### src/rtl/mc_pkg.sv
// Shared definitions for the multicycle ARM control unit: state encoding,
// datapath mux-select constants, ALU operation codes and the data-processing
// cmd decoder used by the control FSM.
package mc_pkg;

  typedef enum logic [3:0] {
    FETCH  = 4'd0,
    DECODE = 4'd1,
    MEMADR = 4'd2,
    MEMRD  = 4'd3,
    MEMWB  = 4'd4,
    MEMWR  = 4'd5,
    EXECR  = 4'd6,
    EXECI  = 4'd7,
    ALUWB  = 4'd8,
    BRANCH = 4'd9
  } state_t;

  // ALU operations
  localparam logic [3:0] ALU_ADD = 4'd0;
  localparam logic [3:0] ALU_SUB = 4'd1;
  localparam logic [3:0] ALU_AND = 4'd2;
  localparam logic [3:0] ALU_ORR = 4'd3;
  localparam logic [3:0] ALU_EOR = 4'd4;
  localparam logic [3:0] ALU_MOV = 4'd5;

  // Mux selects
  localparam logic       SRCA_RN       = 1'b0;
  localparam logic       SRCA_PC       = 1'b1;
  localparam logic [1:0] SRCB_RM       = 2'd0;
  localparam logic [1:0] SRCB_IMM      = 2'd1;
  localparam logic [1:0] SRCB_FOUR     = 2'd2;
  localparam logic [1:0] RES_ALUOUT    = 2'd0;
  localparam logic [1:0] RES_DATA      = 2'd1;
  localparam logic [1:0] RES_ALURESULT = 2'd2;

  // Data-processing cmd field, Instr[24:21]
  localparam logic [3:0] CMD_AND = 4'b0000;
  localparam logic [3:0] CMD_EOR = 4'b0001;
  localparam logic [3:0] CMD_SUB = 4'b0010;
  localparam logic [3:0] CMD_ADD = 4'b0100;
  localparam logic [3:0] CMD_CMP = 4'b1010;
  localparam logic [3:0] CMD_ORR = 4'b1100;
  localparam logic [3:0] CMD_MOV = 4'b1101;

  typedef struct packed {
    logic [3:0] alu;    // ALU operation for EXEC
    logic       wr_rd;  // cmd writes Rd (goes through ALUWB)
    logic       supp;   // supported cmd: may update NZ
    logic       cv;     // arithmetic cmd: may also update CV
  } cmd_dec_t;

  // Unsupported cmds decode as a NOP: ADD on the ALU, nothing written.
  function automatic cmd_dec_t cmd_decode(input logic [3:0] cmd);
    cmd_dec_t d;
    d = '{alu: ALU_ADD, wr_rd: 1'b0, supp: 1'b0, cv: 1'b0};
    case (cmd)
      CMD_AND: d = '{alu: ALU_AND, wr_rd: 1'b1, supp: 1'b1, cv: 1'b0};
      CMD_EOR: d = '{alu: ALU_EOR, wr_rd: 1'b1, supp: 1'b1, cv: 1'b0};
      CMD_SUB: d = '{alu: ALU_SUB, wr_rd: 1'b1, supp: 1'b1, cv: 1'b1};
      CMD_ADD: d = '{alu: ALU_ADD, wr_rd: 1'b1, supp: 1'b1, cv: 1'b1};
      CMD_ORR: d = '{alu: ALU_ORR, wr_rd: 1'b1, supp: 1'b1, cv: 1'b0};
      CMD_MOV: d = '{alu: ALU_MOV, wr_rd: 1'b1, supp: 1'b1, cv: 1'b0};
      CMD_CMP: d = '{alu: ALU_SUB, wr_rd: 1'b0, supp: 1'b1, cv: 1'b1};
      default: ;
    endcase
    return d;
  endfunction

endpackage

### src/rtl/mc_control_fsm_cond_unit.sv
// ARM condition-code evaluator.
//   cond   : Instr[31:28]
//   flags  : architectural {N,Z,C,V}
//   condex : 1 when the instruction should execute (1111 = never)
module cond_unit (
  input  logic [3:0] cond,
  input  logic [3:0] flags,
  output logic       condex
);
  logic n, z, c, v;
  assign {n, z, c, v} = flags;

  always_comb begin
    condex = 1'b0;
    case (cond)
      4'b0000: condex = z;
      4'b0001: condex = ~z;
      4'b0010: condex = c;
      4'b0011: condex = ~c;
      4'b0100: condex = n;
      4'b0101: condex = ~n;
      4'b0110: condex = v;
      4'b0111: condex = ~v;
      4'b1000: condex = c & ~z;
      4'b1001: condex = ~c | z;
      4'b1010: condex = (n == v);
      4'b1011: condex = (n != v);
      4'b1100: condex = ~z & (n == v);
      4'b1101: condex = z | (n != v);
      4'b1110: condex = 1'b1;
      default: condex = 1'b0;
    endcase
  end
endmodule

### src/rtl/mc_control_fsm.sv
// Multicycle ARM control unit. Moore FSM sequencing a shared ALU / shared
// memory datapath through FETCH, DECODE, EXEC/MEM and writeback; also holds
// the NZCV flags register and evaluates condition codes.
// Ports:
//   clk, reset      : clock, synchronous active-high reset
//   Instr           : instruction register output
//   ALUFlags        : {N,Z,C,V} from the ALU this cycle
//   Adr             : low data-address bits for byte enables
//   PCWrite/IRWrite/RegWrite/MemWrite : write enables
//   AdrSrc, ALUSrcA, ALUSrcB, ResultSrc, ALUControl, ImmSrc, RegSrc : datapath selects
//   FlagWrite       : {NZ, CV} flag update strobes
//   be              : byte enables
//   state           : current state register (debug)
module mc_control_fsm
  import mc_pkg::*;
(
  input  logic        clk,
  input  logic        reset,
  input  logic [31:0] Instr,
  input  logic [3:0]  ALUFlags,
  input  logic [1:0]  Adr,
  output logic        PCWrite,
  output logic        IRWrite,
  output logic        RegWrite,
  output logic        MemWrite,
  output logic        AdrSrc,
  output logic        ALUSrcA,
  output logic [1:0]  ALUSrcB,
  output logic [1:0]  ResultSrc,
  output logic [3:0]  ALUControl,
  output logic [1:0]  ImmSrc,
  output logic [1:0]  RegSrc,
  output logic [1:0]  FlagWrite,
  output logic [3:0]  be,
  output logic [3:0]  state
);

  state_t     st, st_nxt, ost;
  logic [3:0] flags;
  logic       condex;
  cmd_dec_t   cd;
  logic [1:0] op;
  logic       rd_pc;
  logic       unused_instr;

  assign op           = Instr[27:26];
  assign cd           = cmd_decode(Instr[24:21]);
  assign rd_pc        = (Instr[15:12] == 4'd15);
  assign unused_instr = ^{Instr[19:16], Instr[11:0]};
  assign state        = st;

  cond_unit u_cond (
    .cond   (Instr[31:28]),
    .flags  (flags),
    .condex (condex)
  );

  always_ff @(posedge clk) begin
    if (reset) begin
      st    <= FETCH;
      flags <= 4'b0000;
    end else begin
      st <= st_nxt;
      if (FlagWrite[1]) flags[3:2] <= ALUFlags[3:2];
      if (FlagWrite[0]) flags[1:0] <= ALUFlags[1:0];
    end
  end

  always_comb begin
    st_nxt = FETCH;
    case (st)
      FETCH:  st_nxt = DECODE;
      DECODE: begin
        if (condex) begin
          case (op)
            2'b00:   st_nxt = Instr[25] ? EXECI : EXECR;
            2'b01:   st_nxt = MEMADR;
            2'b10:   st_nxt = BRANCH;
            default: st_nxt = FETCH;
          endcase
        end
      end
      MEMADR:       st_nxt = Instr[20] ? MEMRD : MEMWR;
      MEMRD:        st_nxt = MEMWB;
      EXECR, EXECI: st_nxt = cd.wr_rd ? ALUWB : FETCH;
      default:      st_nxt = FETCH;
    endcase
  end

  // Outputs decode from state and Instr only; during reset the datapath sees
  // FETCH selects with every write enable held low.
  always_comb begin
    ost        = reset ? FETCH : st;
    PCWrite    = 1'b0;
    IRWrite    = 1'b0;
    RegWrite   = 1'b0;
    MemWrite   = 1'b0;
    AdrSrc     = 1'b0;
    ALUSrcA    = SRCA_RN;
    ALUSrcB    = SRCB_RM;
    ResultSrc  = RES_ALUOUT;
    ALUControl = ALU_ADD;
    FlagWrite  = 2'b00;
    be         = 4'b1111;
    ImmSrc     = Instr[27:26];
    RegSrc     = {(op == 2'b01) && !Instr[20], op == 2'b10};
    case (ost)
      FETCH: begin
        IRWrite   = 1'b1;
        PCWrite   = 1'b1;
        ALUSrcA   = SRCA_PC;
        ALUSrcB   = SRCB_FOUR;
        ResultSrc = RES_ALURESULT;
      end
      DECODE: begin
        ALUSrcA   = SRCA_PC;
        ALUSrcB   = SRCB_FOUR;
        ResultSrc = RES_ALURESULT;
      end
      MEMADR: begin
        ALUSrcB    = SRCB_IMM;
        ALUControl = Instr[23] ? ALU_ADD : ALU_SUB;
      end
      MEMRD: begin
        AdrSrc = 1'b1;
        if (Instr[22]) be = 4'b0001 << Adr;
      end
      MEMWB: begin
        ResultSrc = RES_DATA;
        RegWrite  = 1'b1;
        PCWrite   = rd_pc;
      end
      MEMWR: begin
        AdrSrc   = 1'b1;
        MemWrite = 1'b1;
        if (Instr[22]) be = 4'b0001 << Adr;
      end
      EXECR, EXECI: begin
        ALUSrcB    = (ost == EXECI) ? SRCB_IMM : SRCB_RM;
        ALUControl = cd.alu;
        if (Instr[20] && cd.supp) FlagWrite = {1'b1, cd.cv};
      end
      ALUWB: begin
        ResultSrc = RES_ALUOUT;
        RegWrite  = 1'b1;
        PCWrite   = rd_pc;
      end
      BRANCH: begin
        ALUSrcB   = SRCB_IMM;
        ResultSrc = RES_ALURESULT;
        PCWrite   = 1'b1;
      end
      default: ;
    endcase
    if (reset) begin
      PCWrite   = 1'b0;
      IRWrite   = 1'b0;
      RegWrite  = 1'b0;
      MemWrite  = 1'b0;
      FlagWrite = 2'b00;
    end
  end

endmodule

### config.mk
export PLATFORM = sky130hd
export DESIGN_NAME = mc_control_fsm
export DESIGN_NICKNAME = d
export VERILOG_FILES = /design/src/rtl/mc_pkg.sv /design/src/rtl/mc_control_fsm_cond_unit.sv /design/src/rtl/mc_control_fsm.sv
export SDC_FILE = /design/constraint.sdc
export NUM_CORES = 1
export LEC_CHECK = 0
export ABC_AREA = 0
export ABC_CLOCK_PERIOD_IN_PS = 1500
export CORE_MARGIN = 2
export CORE_UTILIZATION = 52
export DETAILED_ROUTE_END_ITERATION = 10
export DONT_BUFFER_PORTS = 1
export PLACE_DENSITY = 0.7
export SLEW_MARGIN = 20
export SYNTH_ARGS = -nofsm -noshare
export SYNTH_HDL_FRONTEND = slang
export SYNTH_SLANG_ARGS = --single-unit
### constraint.sdc
create_clock -name clk -period 1.5 [get_ports clk]
set_input_delay 0.15 -clock clk [delete_from_list [all_inputs] [get_ports clk]]
set_output_delay 0.15 -clock clk [all_outputs]
set_load 0.05 [all_outputs]
==> impl_metrics.toml, run 1 <==
[yosys]
syn_area_per_cell_um2 = 7.26
ys_types = 47
synth_edf_count = 0
synth_nets = 168
yosysMostFrequentCell = "nor2_1"
synth_flop_cell = "dfxtp_1"
yosys.area.top_type_share = 0.172
synthCells = 128
yosys-top-cells-area = "dfxtp_1, mux2i_1, nand2b_1"
ys_seq_area_frac = 0.172
yosysWarnings = 0
synth_commonest_cells = "nor2_1, dfxtp_1, nand2_1, nand2b_1, o21ai_1"
synth_seq_cells = 8
synthArstFlopShare = 0
synth_top_cell_by_area = "dfxtp_1"
synth_area_um2 = 930

[cts]
cts_buffers = 3
cts-root-buf = "clkbuf_4"
h-tree-depth = 1
cts.sinks = 8
cts_buffer_depth = 2

[global_route]
grt_start_max_net_pins = 18

[run_status]
status = "aborted with a tool error"
toolErrorMsg = "[ERROR DPL-0038] Utilization greater than 100%, impossible to legalize"
haltStage = "global routing (5_1_grt)"

[floorplanning]
die_y_um = 46.3
start_util = 0.544
die_w_um = 46.3
row_count = 15
boundaryPins = 68

[sta]
postGrtWorstEndpoint = "FlagWrite[1]"
endpoint_type = "top-level output"

[placed_design]
portBuffers = 0
hpwl_um = 2030
gp_congestion = 0.803
dp_slack_ns = -0.0718
-- through the flow --
step                cell area [um^2]  setup TNS, ns  instances  utilization  hold WS, ns
global placement                1410        -0.0594        166        0.826        0.226
CTS                             1570         -0.803        179        0.918      -0.0369
detailed placement              1410         -0.181        166        0.826        0.228
floorplan                       1190          -2.17        128            -        0.236
-- repair_timing --
action | in CTS
endpoints found under the hold margin | 5
resized for setup | 17
setup buffers | 8
endpoints found under the setup margin | 17
hold buffers | 1
pin swaps | 8
-- cells by family after synthesis --
group | after synthesis | synth area share
other | 1 | 0.00403
buffers and inverters | 19 | 0.0983
AO/OA/AOI/OAI | 28 | 0.222
AND/OR/NAND/NOR | 61 | 0.390
XOR/XNOR | 5 | 0.0471
multiplexers | 6 | 0.0660
flip-flops | 8 | 0.172
==> run 2, diff against run 1 <==
ABC_CLOCK_PERIOD_IN_PS = 2000   (was 1500)
CORE_AREA = 2 2 63 65   (was unset)
CORE_MARGIN = unset   (was 2)
CORE_UTILIZATION = unset   (was 52)
DIE_AREA = 0 0 65 67   (was unset)
PLACE_DENSITY = unset   (was 0.7)
PLACE_DENSITY_LB_ADDON = 0.15   (was unset)
clock period = 2 ns   (was 1.5 ns; I/O delays follow)
==> run 2 against run 1 <==
The run now ends clean. Synthesized cell count did not move. Area after synthesis unchanged.
==> impl_metrics.toml, run 2 <==
[run_status]
status = "complete, no violations"

[yosys]
synth_flop_cell = "dfxtp_1"
synth_commonest_cells = "nor2_1, dfxtp_1, nand2_1, nand2b_1, o21ai_1"
ys_types = 47
synth_top_cell_by_area = "dfxtp_1"
synthArstFlopShare = 0
yosys.area.top_type_share = 0.172
yosysWarnings = 0
synth_seq_cells = 8
ys_seq_area_frac = 0.172
yosys-top-cells-area = "dfxtp_1, mux2i_1, nand2b_1"
syn_area_per_cell_um2 = 7.26
yosysMostFrequentCell = "nor2_1"
synth_nets = 168
synthCells = 128
synth_area_um2 = 930
synth_edf_count = 0

[worst_setup_path]
crit_fanout = 11
cpPeakStageDelay_ns = 0.58
worstSetupEndpoint = "be[0]"
critPathSlowestCell = "dfxtp_1"
worstPathArrival_ns = 1.57
crit_path_start = "state[0]"
rrSetupSlack_ns = 0.35
critPathLaunchType = "flop"
r2r-end = "state[0]"
cp.required_ns = 1.80
crit_chain = "nand2b_1 -> nor3_4 -> and2_4 -> o21ai_2"
r2r_start = "flags[3]"
r2r_cells = 5
end_kind = "primary output"
path_class = "reg -> out"

[sta]
max_slew_margin = 0.617
fin_skew_ns = 0.00157
period_share = 0.883
rsz0062_at_grt = "no"
hold_viol_final = 0
drv_slew = 0
fmax_mhz = 566
period_needed_ns = 1.77
tightest_slew_ns = 0.575
setup_viol = 0

[cts]
clk_pin_slew_ns = 0.04
cts_tree = "done"
cts_setup_buffers = 0
cts_buffers = 3
h-tree-depth = 1
cts_buffer_depth = 2
cts-root-buf = "clkbuf_8"
hold_buffers = 0
clk_latency_ns = 0.23
cts.repair.resized = 0
cts.sinks = 8

[final_layout]
drive_gt1_frac = 0.345
n_antenna_cell = 0
final_core_util = 0.339
most-common-layout-cells = "buf_4, nor2_1, nand2b_1, nand2_1, inv_1"
synthToLayoutAreaGrowth_pct = 31.4
layout_commonest_cell = "buf_4"
nNetsFinal = 181

[routing]
drc = 0
num_vias = 955
routed_via_density = 5.11
first_pass_iters = 4
final_antenna_net_count = 0
routed_wl_um = 2550
routedWlPerCell_um = 13.6
first_iter_violations = 21

[floorplanning]
die_w_um = 65
row_count = 22
core_area_um2 = 3610
boundaryPins = 68
die-area_um2 = 4360
start_util = 0.258
die_y_um = 67

[global_route]
overflow = 0
grt_start_max_net_pins = 18
grt_pass1_wl_um = 4260
grtUsageTotal = 0.121
grt_antenna_before_repair = 0
grt_pass1_vias = 943

[pwr]
power_density_nw_per_um2 = 445
switching_share = 0.345
max-vdd-ir-drop_mv = 0.369
pwr-share-clk = 0.352
power_mw = 0.544
p_switching_mw = 0.188
p_int_mw = 0.356
combPwrFrac = 0.319
p_seq_frac = 0.329
p_leak_nw = 0.488

[worst_hold_path]
hold_class = "in -> reg"

[flow_run]
drv_cap = 0

[placed_design]
portBuffers = 0
gp_congestion = 0.761
hpwl_um = 2050
==> run 2: cell counts after synthesis <==
Identical to the previous run, type by type.
==> run 2: worst min path at each step <==
| stage | slack, ns | startpoint | cells after the start | end |
|---|---|---|---|---|
| 2_1_floorplan | 0.29 | Instr[27] | 1 | state[2] |
| 6_report | 0.05 | reset | 1 | flags[2] |
| 3_3_place_gp | 0.28 | reset | 1 | flags[1] |
| 4_1_cts | 0.04 | reset | 1 | flags[2] |
| 3_5_place_dp | 0.28 | reset | 1 | flags[2] |
| 5_1_grt | 0.04 | reset | 1 | flags[3] |
==> run 2: layer usage <==
metal	track usage	wire [um]	up-vias
met3	0.0405	224	2
met4	0.0160	4	0
met5	0	0	-
met2	0.204	1160	42
li1	-	-	479
met1	0.153	1160	432
==> run 2: per-stage QoR <==
stage               setup WS (ns)  hold WS [ns]  area (um^2)  cells  setup TNS, ns
detailed placement          0.357         0.278         1180    184              0
floorplan                  -0.196         0.288         1020    128         -0.390
CTS                         0.231        0.0417         1220    187              0
global route                0.171        0.0387         1220    187              0
finish                      0.234        0.0464         1220    187              0
global placement            0.414         0.276         1180    184              0
==> run 2: layout make-up <==
type                    instances  area, um^2
multi-input cells             101         767
inverters                       7        26.3
flip-flops and latches          8         164
fillers                       392        2380
clock buffers                   3        41.3
repair buffers                 20         163
well taps                      48        60.1
==> run 2: worst max-delay path: cells and delay by family, from the launching register on <==
family / cells / cell delay, ns
AND/OR/NAND/NOR: 3 / 0.57
AO/OA/AOI/OAI: 1 / 0.18
flip-flops: 1 / 0.58
==> run 2: kinds of logic (layout without fill, tap and decap cells) <==
kind of cell,count (synthesis),after routing,synth area share
AND/OR/NAND/NOR,61,61,0.390
other,1,1,0.00403
buffers and inverters,19,30,0.0983
XOR/XNOR,5,5,0.0471
multiplexers,6,6,0.0660
AO/OA/AOI/OAI,28,28,0.222
flip-flops,8,8,0.172
==> run 2: power by group through the flow <==
stage          Combinational, mW  Sequential (mW)  Clock (mW)
2_1_floorplan              0.155            0.186           0
5_1_grt                    0.184            0.179       0.208
3_3_place_gp               0.173            0.182           0
6_report                   0.173            0.179       0.191
4_1_cts                    0.174            0.179       0.194
3_5_place_dp               0.174            0.181           0
No activity file was read; power rests on OpenSTA's default activity.
